`src/rtl/i2c_target_regs_if.sv`:
```
// I2C bus wires between the bus master model and the target register block.
// SDA is the wired-AND bus value. SDA_ENABLE is the target's request to pull SDA low.
interface i2c_target_regs_if;
    logic SCL;
    logic SDA;
    logic SDA_ENABLE;

    modport master (output SCL, output SDA, input SDA_ENABLE);
    modport slave  (input SCL, input SDA, output SDA_ENABLE);
endinterface

```
`src/rtl/i2c_target_regs.sv`:
```
// I2C target with a small byte register file.
// The first written byte sets the register pointer; each data byte, written or read, advances it.
module i2c_target_regs #(
    parameter logic [6:0] TGT_ADDR = 7'h50,
    parameter int         PTR_W    = 2,
    parameter logic [7:0] RST_VAL  = 8'h00
) (
    input  logic                      PCLK,
    input  logic                      PRESETn,
    i2c_target_regs_if.slave          bus,
    output logic [8*(2**PTR_W)-1:0]   REG_DATA,
    output logic                      WR_STROBE,
    output logic [PTR_W-1:0]          WR_PTR,
    output logic                      BUSY
);
    localparam int NREG = 2**PTR_W;

    typedef enum logic [3:0] {
        IDLE, ADDR, ADDR_ACK, PTR, PTR_ACK, WDATA, WACK, RDATA, RACK, IGNORE
    } state_t;

    state_t           state;
    logic [1:0]       scl_sync, sda_sync;
    logic             scl_d, sda_d;
    logic             scl_s, sda_s;
    logic             scl_rise, scl_fall, start_det, stop_det;
    logic [3:0]       bit_cnt;
    logic [7:0]       shift;
    logic [7:0]       tx_byte;
    logic             rw;
    logic [PTR_W-1:0] ptr;
    logic [7:0]       regs [NREG];
    logic             sda_enable;

    // The synchroniser resets to the idle-bus level so that leaving reset creates no false edge.
    always_ff @(posedge PCLK or negedge PRESETn) begin
        if (!PRESETn) begin
            scl_sync <= 2'b11;
            sda_sync <= 2'b11;
            scl_d    <= 1'b1;
            sda_d    <= 1'b1;
        end else begin
            scl_sync <= {scl_sync[0], bus.SCL};
            sda_sync <= {sda_sync[0], bus.SDA};
            scl_d    <= scl_sync[1];
            sda_d    <= sda_sync[1];
        end
    end

    assign scl_s     = scl_sync[1];
    assign sda_s     = sda_sync[1];
    assign scl_rise  = scl_s & ~scl_d;
    assign scl_fall  = ~scl_s & scl_d;
    assign start_det = scl_s & scl_d & sda_d & ~sda_s;
    assign stop_det  = scl_s & scl_d & ~sda_d & sda_s;

    always_ff @(posedge PCLK or negedge PRESETn) begin
        if (!PRESETn) begin
            state      <= IDLE;
            bit_cnt    <= 4'd0;
            shift      <= 8'd0;
            tx_byte    <= 8'd0;
            rw         <= 1'b0;
            ptr        <= '0;
            sda_enable <= 1'b0;
            WR_STROBE  <= 1'b0;
            WR_PTR     <= '0;
            BUSY       <= 1'b0;
            for (int i = 0; i < NREG; i++) regs[i] <= RST_VAL;
        end else begin
            WR_STROBE <= 1'b0;
            if (stop_det) begin
                state      <= IDLE;
                bit_cnt    <= 4'd0;
                sda_enable <= 1'b0;
                BUSY       <= 1'b0;
            end else if (start_det) begin
                // A repeated START keeps the pointer so that a read can follow a pointer write.
                state      <= ADDR;
                bit_cnt    <= 4'd0;
                shift      <= 8'd0;
                sda_enable <= 1'b0;
            end else begin
                case (state)
                    ADDR, PTR, WDATA: begin
                        if (scl_rise && bit_cnt != 4'd8) begin
                            shift   <= {shift[6:0], sda_s};
                            bit_cnt <= bit_cnt + 4'd1;
                        end else if (scl_fall && bit_cnt == 4'd8) begin
                            bit_cnt <= 4'd0;
                            case (state)
                                ADDR: begin
                                    if (shift[7:1] == TGT_ADDR && shift[7:1] != 7'd0) begin
                                        state      <= ADDR_ACK;
                                        rw         <= shift[0];
                                        sda_enable <= 1'b1;
                                        BUSY       <= 1'b1;
                                    end else begin
                                        state <= IGNORE;
                                    end
                                end
                                PTR: begin
                                    state      <= PTR_ACK;
                                    ptr        <= shift[PTR_W-1:0];
                                    sda_enable <= 1'b1;
                                end
                                default: begin
                                    state      <= WACK;
                                    regs[ptr]  <= shift;
                                    WR_STROBE  <= 1'b1;
                                    WR_PTR     <= ptr;
                                    ptr        <= ptr + 1'b1;
                                    sda_enable <= 1'b1;
                                end
                            endcase
                        end
                    end
                    ADDR_ACK: begin
                        if (scl_fall) begin
                            if (rw) begin
                                state      <= RDATA;
                                tx_byte    <= {regs[ptr][6:0], 1'b0};
                                sda_enable <= ~regs[ptr][7];
                                ptr        <= ptr + 1'b1;
                                bit_cnt    <= 4'd1;
                            end else begin
                                state      <= PTR;
                                sda_enable <= 1'b0;
                                bit_cnt    <= 4'd0;
                            end
                        end
                    end
                    PTR_ACK, WACK: begin
                        if (scl_fall) begin
                            state      <= WDATA;
                            sda_enable <= 1'b0;
                            bit_cnt    <= 4'd0;
                        end
                    end
                    // bit_cnt counts bits already placed on the bus; 0 means a fresh byte is due.
                    RDATA: begin
                        if (scl_fall) begin
                            if (bit_cnt == 4'd0) begin
                                tx_byte    <= {regs[ptr][6:0], 1'b0};
                                sda_enable <= ~regs[ptr][7];
                                ptr        <= ptr + 1'b1;
                                bit_cnt    <= 4'd1;
                            end else if (bit_cnt == 4'd8) begin
                                state      <= RACK;
                                sda_enable <= 1'b0;
                                bit_cnt    <= 4'd0;
                            end else begin
                                sda_enable <= ~tx_byte[7];
                                tx_byte    <= {tx_byte[6:0], 1'b0};
                                bit_cnt    <= bit_cnt + 4'd1;
                            end
                        end
                    end
                    RACK: begin
                        if (scl_rise) begin
                            bit_cnt <= 4'd0;
                            if (!sda_s) begin
                                state <= RDATA;
                            end else begin
                                state <= IGNORE;
                                BUSY  <= 1'b0;
                            end
                        end
                    end
                    IGNORE: sda_enable <= 1'b0;
                    default: state <= IDLE;
                endcase
            end
        end
    end

    always_comb begin
        REG_DATA = '0;
        for (int i = 0; i < NREG; i++) REG_DATA[8*i +: 8] = regs[i];
    end

    assign bus.SDA_ENABLE = sda_enable;

endmodule

```
`src/flat_wrapper.sv`:
```
// flat-port wrapper written by rule: the top's interface ports become plain ports
module i2c_target_regs_flat 
#(
    parameter logic [6:0] TGT_ADDR = 7'h50,
    parameter int         PTR_W    = 2,
    parameter logic [7:0] RST_VAL  = 8'h00
)
  (PCLK, PRESETn, REG_DATA, WR_STROBE, WR_PTR, BUSY, bus_SCL, bus_SDA, bus_SDA_ENABLE);
  i2c_target_regs_if bus_i ();
  input  logic PCLK;
  input  logic PRESETn;
  output logic [8*(2**PTR_W)-1:0] REG_DATA;
  output logic WR_STROBE;
  output logic [PTR_W-1:0] WR_PTR;
  output logic BUSY;
  input wire logic [$bits(bus_i.SCL)-1:0] bus_SCL;
  input wire logic [$bits(bus_i.SDA)-1:0] bus_SDA;
  output wire logic [$bits(bus_i.SDA_ENABLE)-1:0] bus_SDA_ENABLE;
  assign bus_i.SCL = bus_SCL;
  assign bus_i.SDA = bus_SDA;
  assign bus_SDA_ENABLE = bus_i.SDA_ENABLE;
  i2c_target_regs #(.TGT_ADDR(TGT_ADDR), .PTR_W(PTR_W), .RST_VAL(RST_VAL)) u_core (.PCLK(PCLK), .PRESETn(PRESETn), .bus(bus_i), .REG_DATA(REG_DATA), .WR_STROBE(WR_STROBE), .WR_PTR(WR_PTR), .BUSY(BUSY));
endmodule
```
`config.mk`:
```
export PLATFORM = sky130hd
export DESIGN_NAME = i2c_target_regs_flat
export DESIGN_NICKNAME = d
export VERILOG_FILES = /design/src/rtl/i2c_target_regs_if.sv /design/src/rtl/i2c_target_regs.sv /design/src/flat_wrapper.sv
export SDC_FILE = /design/constraint.sdc
export NUM_CORES = 1
export LEC_CHECK = 0
export ABC_AREA = 0
export BUFFER_PORTS_ARGS = -buffer_cell sky130_fd_sc_hd__buf_2
export CORE_MARGIN = 10
export CORE_UTILIZATION = 58
export DETAILED_ROUTE_END_ITERATION = 8
export PLACE_DENSITY = 0.79
export RECOVER_POWER = 100
export SLEW_MARGIN = 20
export SYNTH_ARGS = -nofsm -noshare
export SYNTH_HDL_FRONTEND = slang
export SYNTH_SLANG_ARGS = --single-unit
```
`constraint.sdc`:
```
create_clock -name PCLK -period 3 [get_ports PCLK]
set_input_delay 0.3 -clock PCLK [delete_from_list [all_inputs] [get_ports PCLK]]
set_output_delay 0.3 -clock PCLK [all_outputs]
set_load 0.1 [all_outputs]
```
==> results of run 1 <==
[worst paths after layout]
path,startpoint,end,slack [ns],depth (start not counted)
max in group asynchronous,PRESETn,u_core.REG_DATA[24]$_DFFE_PN0P_,0.61,3
min reg2reg,u_core.scl_sync[0]$_DFF_PN1_,u_core.scl_sync[1]$_DFF_PN1_,0.36,0
max,u_core.state[3]$_DFFE_PN0P_,u_core.state[0]$_DFFE_PN0P_,0.38,6
min in group asynchronous,PRESETn,u_core.bus.SDA_ENABLE$_DFFE_PN0P_,0.95,3
max reg2reg,u_core.state[3]$_DFFE_PN0P_,u_core.state[0]$_DFFE_PN0P_,0.38,6
min,bus_SCL,u_core.scl_sync[0]$_DFF_PN1_,0.05,1
[worst register-to-register path: cells and delay by family (launching register included)]
kind / cells / cell delay (ns)
and+or+nand+nor: 3 / 0.68
DFF: 1 / 0.61
buffers and inverters: 1 / 0.48
muxes: 1 / 0.38
AOI/OAI and AO/OA: 1 / 0.33
[flip-flops by register name (all words and copies together), names as in the netlist]
register	count
u_core.REG_DATA	32
u_core.shift	8
u_core.tx_byte	7
u_core.bit_cnt	4
u_core.state	4
u_core.WR_PTR	2
u_core.ptr	2
u_core.scl_sync	2
u_core.sda_sync	2
u_core.BUSY	1
u_core.WR_STROBE	1
u_core.bus.SDA_ENABLE	1
u_core.rw	1
u_core.scl_d	1
u_core.sda_d	1
[routing by layer]
| metal | vias up | share of wire (%) | global-route usage, % | wire length (um) |
|---|---|---|---|---|
| met3 | 15 | 8.3 | 5.40 | 724 |
| li1 | 1273 | - | - | - |
| met2 | 129 | 47 | 27.2 | 4080 |
| met4 | 0 | 1.8 | 6.73 | 161 |
| met5 | - | 0 | 0 | 0 |
| met1 | 1342 | 43 | 22.4 | 3750 |
[through the flow]
step           cells  hold WS (ns)  area [um^2]
6_report         440        0.0515         4050
5_1_grt          440        0.0417         4050
4_1_cts          440        0.0501         4140
3_5_place_dp     423         0.344         3930
3_3_place_gp     423         0.344         3930
2_1_floorplan    314       0.00441         3650
[final cells by class]
type                       count  area (um^2)  share of cell area, %
multi-input combinational    223         1780                   44.0
sequential                    69         1730                   42.8
timing repair buffer          50          215                   5.31
clock buffer                   9          124                   3.06
tap                           75         93.8                   2.32
clock inverter                 7         73.8                   1.82
inverter                       7         26.3                  0.649
[power by group]
| group | total (uW) | switching (uW) | leakage [uW] | internal (uW) |
|---|---|---|---|---|
| Clock | 769 | 381 | 0.000100 | 388 |
| Combinational | 1080 | 635 | 0.000764 | 444 |
| Sequential | 1260 | 214 | 0.000919 | 1040 |
| Total | 3100 | 1230 | 0.00178 | 1870 |
[cell usage in the layout (no fill, tap or decap), drive strengths merged, types with 4 or more instances in the layout]
| cell type | n |
|---|---|
| dfrtp | 63 |
| clkbuf | 51 |
| mux2 | 39 |
| a21oi | 19 |
| nand2 | 18 |
| nor2 | 17 |
| nand2b | 10 |
| inv | 9 |
| nor2b | 8 |
| o211ai | 8 |
| mux2i | 8 |
| mux4 | 8 |
| nor3 | 7 |
| a22o | 7 |
| nor4b | 7 |
| buf | 7 |
| nand3 | 6 |
| o21ai | 6 |
| ha | 6 |
| dfstp | 6 |
| nor3b | 5 |
| nand3b | 4 |
[logic make-up (layout without fill, tap and decap cells)]
kind of cell | Yosys count | after routing | share of synthesized area [%]
XOR/XNOR | 2 | 2 | 0.480
multiplexers | 55 | 55 | 19.2
AO/OA/AOI/OAI | 63 | 63 | 11.8
AND/OR/NAND/NOR | 97 | 97 | 16.1
adder cells (fa/ha/maj) | 6 | 6 | 2.06
buffers and inverters | 22 | 73 | 2.91
flip-flops | 69 | 69 | 47.5
[what timing repair did]
item | in CTS | in global routing
setup endpoints to repair | 0 | 0
endpoints found under the hold margin | 29 | 0
hold buffers | 1 | 0
resized for setup | 0 | 0
==> parameters.txt, run 1 <==
Parameter                              Value

Status
  Result of the run    complete, but fails checks
  Violations in the final reports    capacitance limit, slew limit

Yosys
  Dominant cell type by area after synthesis    sky130_fd_sc_hd__dfrtp_1
  Share of flip-flops with an asynchronous set or reset after synthesis    between 90% and 100%
  Net count after synthesis    between 300 and 400
  Yosys Warn Count    0
  Syn_area_per_cell    11.6 um^2
  Cell types occupying the most area after synthesis    sky130_fd_sc_hd__dfrtp_1 (43%), sky130_fd_sc_hd__mux2_1 (11%), sky130_fd_sc_hd__mux4_2 (4.9%)
  Cell with the most instances after synthesis    sky130_fd_sc_hd__dfrtp_1
  Yosys reg bits    69
  Distinct cells, synth    60
  Cells after Synth    314
  Count of flip-flops with a built-in enable after synthesis    0
  Sequential fraction of the synthesis area    47.5%
  Commonest cells in the synthesized netlist    sky130_fd_sc_hd__dfrtp_1 (63), sky130_fd_sc_hd__mux2_1 (35), sky130_fd_sc_hd__a21oi_1 (19)
  Fraction of post-synthesis cell area in the top cell type by area    43.2%
  Cell area after synthesis    3650 um^2
  Main flop type after synthesis    sky130_fd_sc_hd__dfrtp_1

Routing
  Number of iterations in the first detailed-routing pass    6
  Drt initial violations    239
  Via Count    between 2000 and 3000
  Vias/cell    6.27
  Total routed wirelength    8.72 mm
  DRC violations left    0
  Average wire length per cell after detail routing    19.8 um
  Post-detailed-route count of antenna-violating nets    0

Critical path
  Delay-heaviest family, CP    simple AND/OR/NAND/NOR gates
  Slowest cell delay on critical path    0.61 ns
  Data required time at the worst endpoint    3.23 ns
  Library cell contributing the largest single delay on the critical path    sky130_fd_sc_hd__dfrtp_1
  Number of buffers and inverters on the critical path    1
  Data arrival time of the worst path    2.85 ns
  Worst Path Max Fanout    14
  CP cell instances    clkbuf_1 -> nand2b_1 -> nor2_1 -> or3_1 -> o21ai_0 -> mux2_2
  Worst Setup Start Kind    flop
  Critical path endpoint category    flop
  Crit Path Class    reg -> reg

Worst hold path
  Path class of the lowest-slack min-delay path    in -> reg

Floorplanning
  Height of the die    just under 100 um
  Die Outline Area    9860 um^2
  Initial core utilization    60.5%
  Floorplan row count    28
  Die X    99.3 um
  I/O pins    41
  Placeable Area    6030 um^2

STA
  Highest achievable clock rate    0.382 GHz
  Setup Skew    0.0176 ns
  Relative slew slack    -38.6%
  RSZ-0062 raised after global routing    false
  Final cycle utilization of the critical path    between 80% and 90%
  Hold violation count in the final report    0
  Final-report max-slew violation count    71
  Minimum setup slack in the final design    about 0.38 ns
  Final setup violation count    0
  Slew @ Worst Pin    2.08 ns
  Final sum of negative setup slack    0 ns
  Final worst path period need    2.62 ns

GRT
  Global route overflow    0
  Number of antenna violations at the first check in global routing    0
  Largest net degree at the start of global routing    41
  Global-route wire length before repair    14.0 mm
  GRT Resource Usage Total    roughly 18%
  Vias in the first global route    2703

CTS
  Maximum clock path buffer count    2
  Total CTS buffers    9
  Worst-path clk slew    approximately 0.090 ns
  CTS tree    built
  Post-CTS setup repair buffer count    0
  Maximum level of the CTS H-tree    3
  Clock tree sinks    69
  Worst-skew pair later-pin latency    0.36 ns
  Root Driver    sky130_fd_sc_hd__clkbuf_8

Layout
  Area overhead of the layout relative to synthesis    11.0%
  Fill cell count    roughly 480
  Util after Layout    67.2%
  Final net count    370
  Fraction of layout cells with a size suffix above 1    11.8%
  Ant. Diodes    0

Placement
  Placer Congestion    0.881
  Total of buffers placed on input and output ports    40
  Half-perimeter wire length of the detailed placement result    around 6.3 mm
  Worst setup slack after placement    0.621 ns

Run
  Number of max-cap violations    2

Power
  Final Power    3100 uW
  Leak    roughly 0.0018 uW
  Power per Cell Area    766 nW/um^2
  IR Drop Worst-Case VDD    639 uV
Power figures use the tool's default switching activity.
==> run 2, diff against run 1 <==
--- a/config.mk
+++ b/config.mk
@@ -6,11 +6,13 @@
 export NUM_CORES = 1
 export LEC_CHECK = 0
 export ABC_AREA = 0
-export BUFFER_PORTS_ARGS = -buffer_cell sky130_fd_sc_hd__buf_2
+export CORE_ASPECT_RATIO = 1.2
 export CORE_MARGIN = 10
-export CORE_UTILIZATION = 58
+export CORE_UTILIZATION = 60
+export CTS_CLUSTER_DIAMETER = 120
 export DETAILED_ROUTE_END_ITERATION = 8
-export PLACE_DENSITY = 0.79
+export DONT_BUFFER_PORTS = 1
+export PLACE_DENSITY = 0.76
 export RECOVER_POWER = 100
 export SLEW_MARGIN = 20
 export SYNTH_ARGS = -nofsm -noshare
==> parameters.txt, run 2 (same netlist as run 1, synthesis figures left out) <==
Parameter                              Value

GRT
  Number of antenna violations at the first check in global routing    0 (unchanged)
  Global route overflow    0 (unchanged)
  Global-route wire length before repair    14.0 mm (-0.24%)
  Largest net degree at the start of global routing    70 (+71%)
  GRT Resource Usage Total    18.1% (+0.56 points)
  Vias in the first global route    2619 (-3.1%)

Placement
  Placer Congestion    0.987 (+12%)
  Half-perimeter wire length of the detailed placement result    6.12 mm (-2.8%)
  Total of buffers placed on input and output ports    0 (-100%)
  Worst setup slack after placement    0.600 ns (-0.0209 ns)
  Cell Area, Placed    3740 um^2 (-4.7%)

Critical path
  Most frequent cell on the critical path    sky130_fd_sc_hd__nand2_1
  Slowest cell delay on critical path    0.44 ns (-0.17 ns)
  Data arrival time of the worst path    2.85 ns (about the same)
  Critical path endpoint    u_core.REG_DATA[5]$_DFFE_PN0P_
  Number of buffers and inverters on the critical path    2 (+1)
  Reg-to-reg startpoint    u_core.bit_cnt[0]$_DFFE_PN0P_
  Crit Path Class    reg -> reg
  Data required time at the worst endpoint    3.23 ns (about the same)
  Worst Setup Start Kind    flop
  Worst Path Max Fanout    8 (-6)
  Delay-heaviest family, CP    simple AND/OR/NAND/NOR gates
  Library cell contributing the largest single delay on the critical path    sky130_fd_sc_hd__dfrtp_1
  CP cell instances    inv_1 -> ha_1 -> and3b_1 -> nand2_1 -> nor4bb_1 -> buf_4 -> nand2_1 -> mux2_1
  Critical path endpoint category    flop
  R2R depth    8 (+2)
  Number of gates on the worst path with buffers counted    8 (+2)
  Worst reg-to-reg setup slack    0.38 ns (about the same)
  Worst setup path startpoint    u_core.bit_cnt[0]$_DFFE_PN0P_
  Reg-to-reg endpoint    u_core.REG_DATA[5]$_DFFE_PN0P_

CTS
  Number of resized instances in the post-cts repair step    0 (unchanged)
  Post-CTS setup repair buffer count    0 (unchanged)
  Worst-path clk slew    0.08 ns (about the same)
  Maximum clock path buffer count    2 (unchanged)
  Maximum level of the CTS H-tree    3 (unchanged)
  Clock tree sinks    69 (unchanged)
  Root Driver    sky130_fd_sc_hd__clkbuf_8
  Total CTS buffers    9 (unchanged)
  Worst-skew pair later-pin latency    0.35 ns (about the same)
  CTS tree    built

STA
  RSZ-0062 raised after global routing    false
  Final worst path period need    2.62 ns (-0.00357 ns)
  Hold violation count in the final report    0 (unchanged)
  Final sum of negative setup slack    0 ns (unchanged)
  Setup Skew    0.0112 ns (-0.00640 ns)
  Highest achievable clock rate    0.382 GHz (+0.14%)
  Final cycle utilization of the critical path    87.2% (-0.12 points)
  Final-report max-slew violation count    70 (-1.4%)
  Relative slew slack    -9.31% (+29 points)
  Final setup violation count    0 (unchanged)
  Slew @ Worst Pin    1.64 ns (-0.440 ns)
  Minimum setup slack in the final design    0.385 ns (+0.00357 ns)

Routing
  Post-detailed-route count of antenna-violating nets    0 (unchanged)
  Vias/cell    6.25 (-0.31%)
  Total routed wirelength    8.45 mm (-3.1%)
  Drt initial violations    212 (-11%)
  Via Count    2563 (-7.1%)
  Number of iterations in the first detailed-routing pass    4 (-2)
  DRC violations left    0 (unchanged)
  Average wire length per cell after detail routing    20.6 um (+4.0%)

Layout
  Flip-flop count of the largest register after layout    32 (unchanged)
  Ant. Diodes    0 (unchanged)
  Commonest non-fill, non-tap cell in the layout    sky130_fd_sc_hd__dfrtp_1
  Cell area after layout    3930 um^2 (-3.1%)
  Area overhead of the layout relative to synthesis    7.58%
  Commonest cells after routing, fill and taps aside    sky130_fd_sc_hd__dfrtp_1 (63), sky130_fd_sc_hd__mux2_1 (35), sky130_fd_sc_hd__a21oi_1 (19)
  Fraction of layout cells with a size suffix above 1    12.2% (+0.41 points)
  Final net count    333 (-10%)

Floorplanning
  Placeable Area    5970 um^2 (-0.87%)
  Height of the die    105 um (+6.2%)
  Die Outline Area    9610 um^2 (-2.5%)
  Floorplan row count    31 (+11%)
  I/O pins    41 (unchanged)
  Die X    91.2 um (-8.2%)
  Initial core utilization    61.1% (+0.53 points)

Worst hold path
  Path class of the lowest-slack min-delay path    reg -> reg

Status
  Violations in the final reports    capacitance limit, slew limit
  Result of the run    complete, but fails checks

Power
  Power per Cell Area    783 nW/um^2 (+2.2%)
  Final Power    3070 uW (-0.96%)
  IR Drop Worst-Case VDD    467 uV (-27%)
  Leak    0.00173 uW (-2.7%)

Run
  Number of max-cap violations    1 (-1)
## run 2: cell types whose count changed in the layout (fill, tap and decap cells not counted), sizes merged
cell	before	now
buf	7	3
clkbuf	51	16
dlygate4sd3	1	3
inv	9	8
clkinv	3	4
## run 2: what timing repair did
action                                  CTS  global route
endpoints found under the hold margin    71             0
hold buffers                              4             0
endpoints found under the setup margin    0             0
## run 2: metal layers
| metal | vias to the layer above | share of wire (%) | routed length [um] | global-route usage (%) |
|---|---|---|---|---|
| li1 | 1190 | - | - | - |
| met1 | 1282 | 41 | 3430 | 21.6 |
| met2 | 75 | 50 | 4240 | 29.3 |
| met3 | 16 | 7.3 | 615 | 5.96 |
| met4 | 0 | 1.9 | 159 | 7.96 |
| met5 | - | 0 | 0 | 0 |
## run 2: metrics by stage
stage	util [%]	std cells	hold WS, ns
after floorplan	-	314	0.00441
after global placement	62.7	390	0.00690
after detailed placement	62.7	390	0.00688
after CTS	67.0	410	0.363
after global routing	65.7	410	0.370
final	65.7	410	0.373
## run 2: layout make-up
type	count	area [um^2]
fillers	493	2050
multi-input cells	223	1780
flip-flops and latches	69	1730
clock buffers	9	124
well taps	82	103
repair buffers	13	80.1
clock inverters	7	73.8
inverters	7	26.3
## run 2: where the power goes
group / switching [uW] / internal (uW)
clock network: 373 / 386
logic: 511 / 431
registers: 335 / 1040
total: 1220 / 1860
## run 2: worst min path at each step
| stage | from | end | slack [ns] | depth (start not counted) |
|---|---|---|---|---|
| 6_report | u_core.scl_sync[0]$_DFF_PN1_ | u_core.scl_sync[1]$_DFF_PN1_ | 0.37 | 0 |
| 5_1_grt | u_core.scl_sync[0]$_DFF_PN1_ | u_core.scl_sync[1]$_DFF_PN1_ | 0.37 | 0 |
| 4_1_cts | u_core.scl_sync[0]$_DFF_PN1_ | u_core.scl_sync[1]$_DFF_PN1_ | 0.36 | 0 |
| 3_5_place_dp | PRESETn | u_core.state[1]$_DFFE_PN0P_ | 0.007 | 0 |
| 3_3_place_gp | PRESETn | u_core.state[1]$_DFFE_PN0P_ | 0.007 | 0 |
| 2_1_floorplan | PRESETn | u_core.BUSY$_DFFE_PN0P_ | 0.004 | 0 |
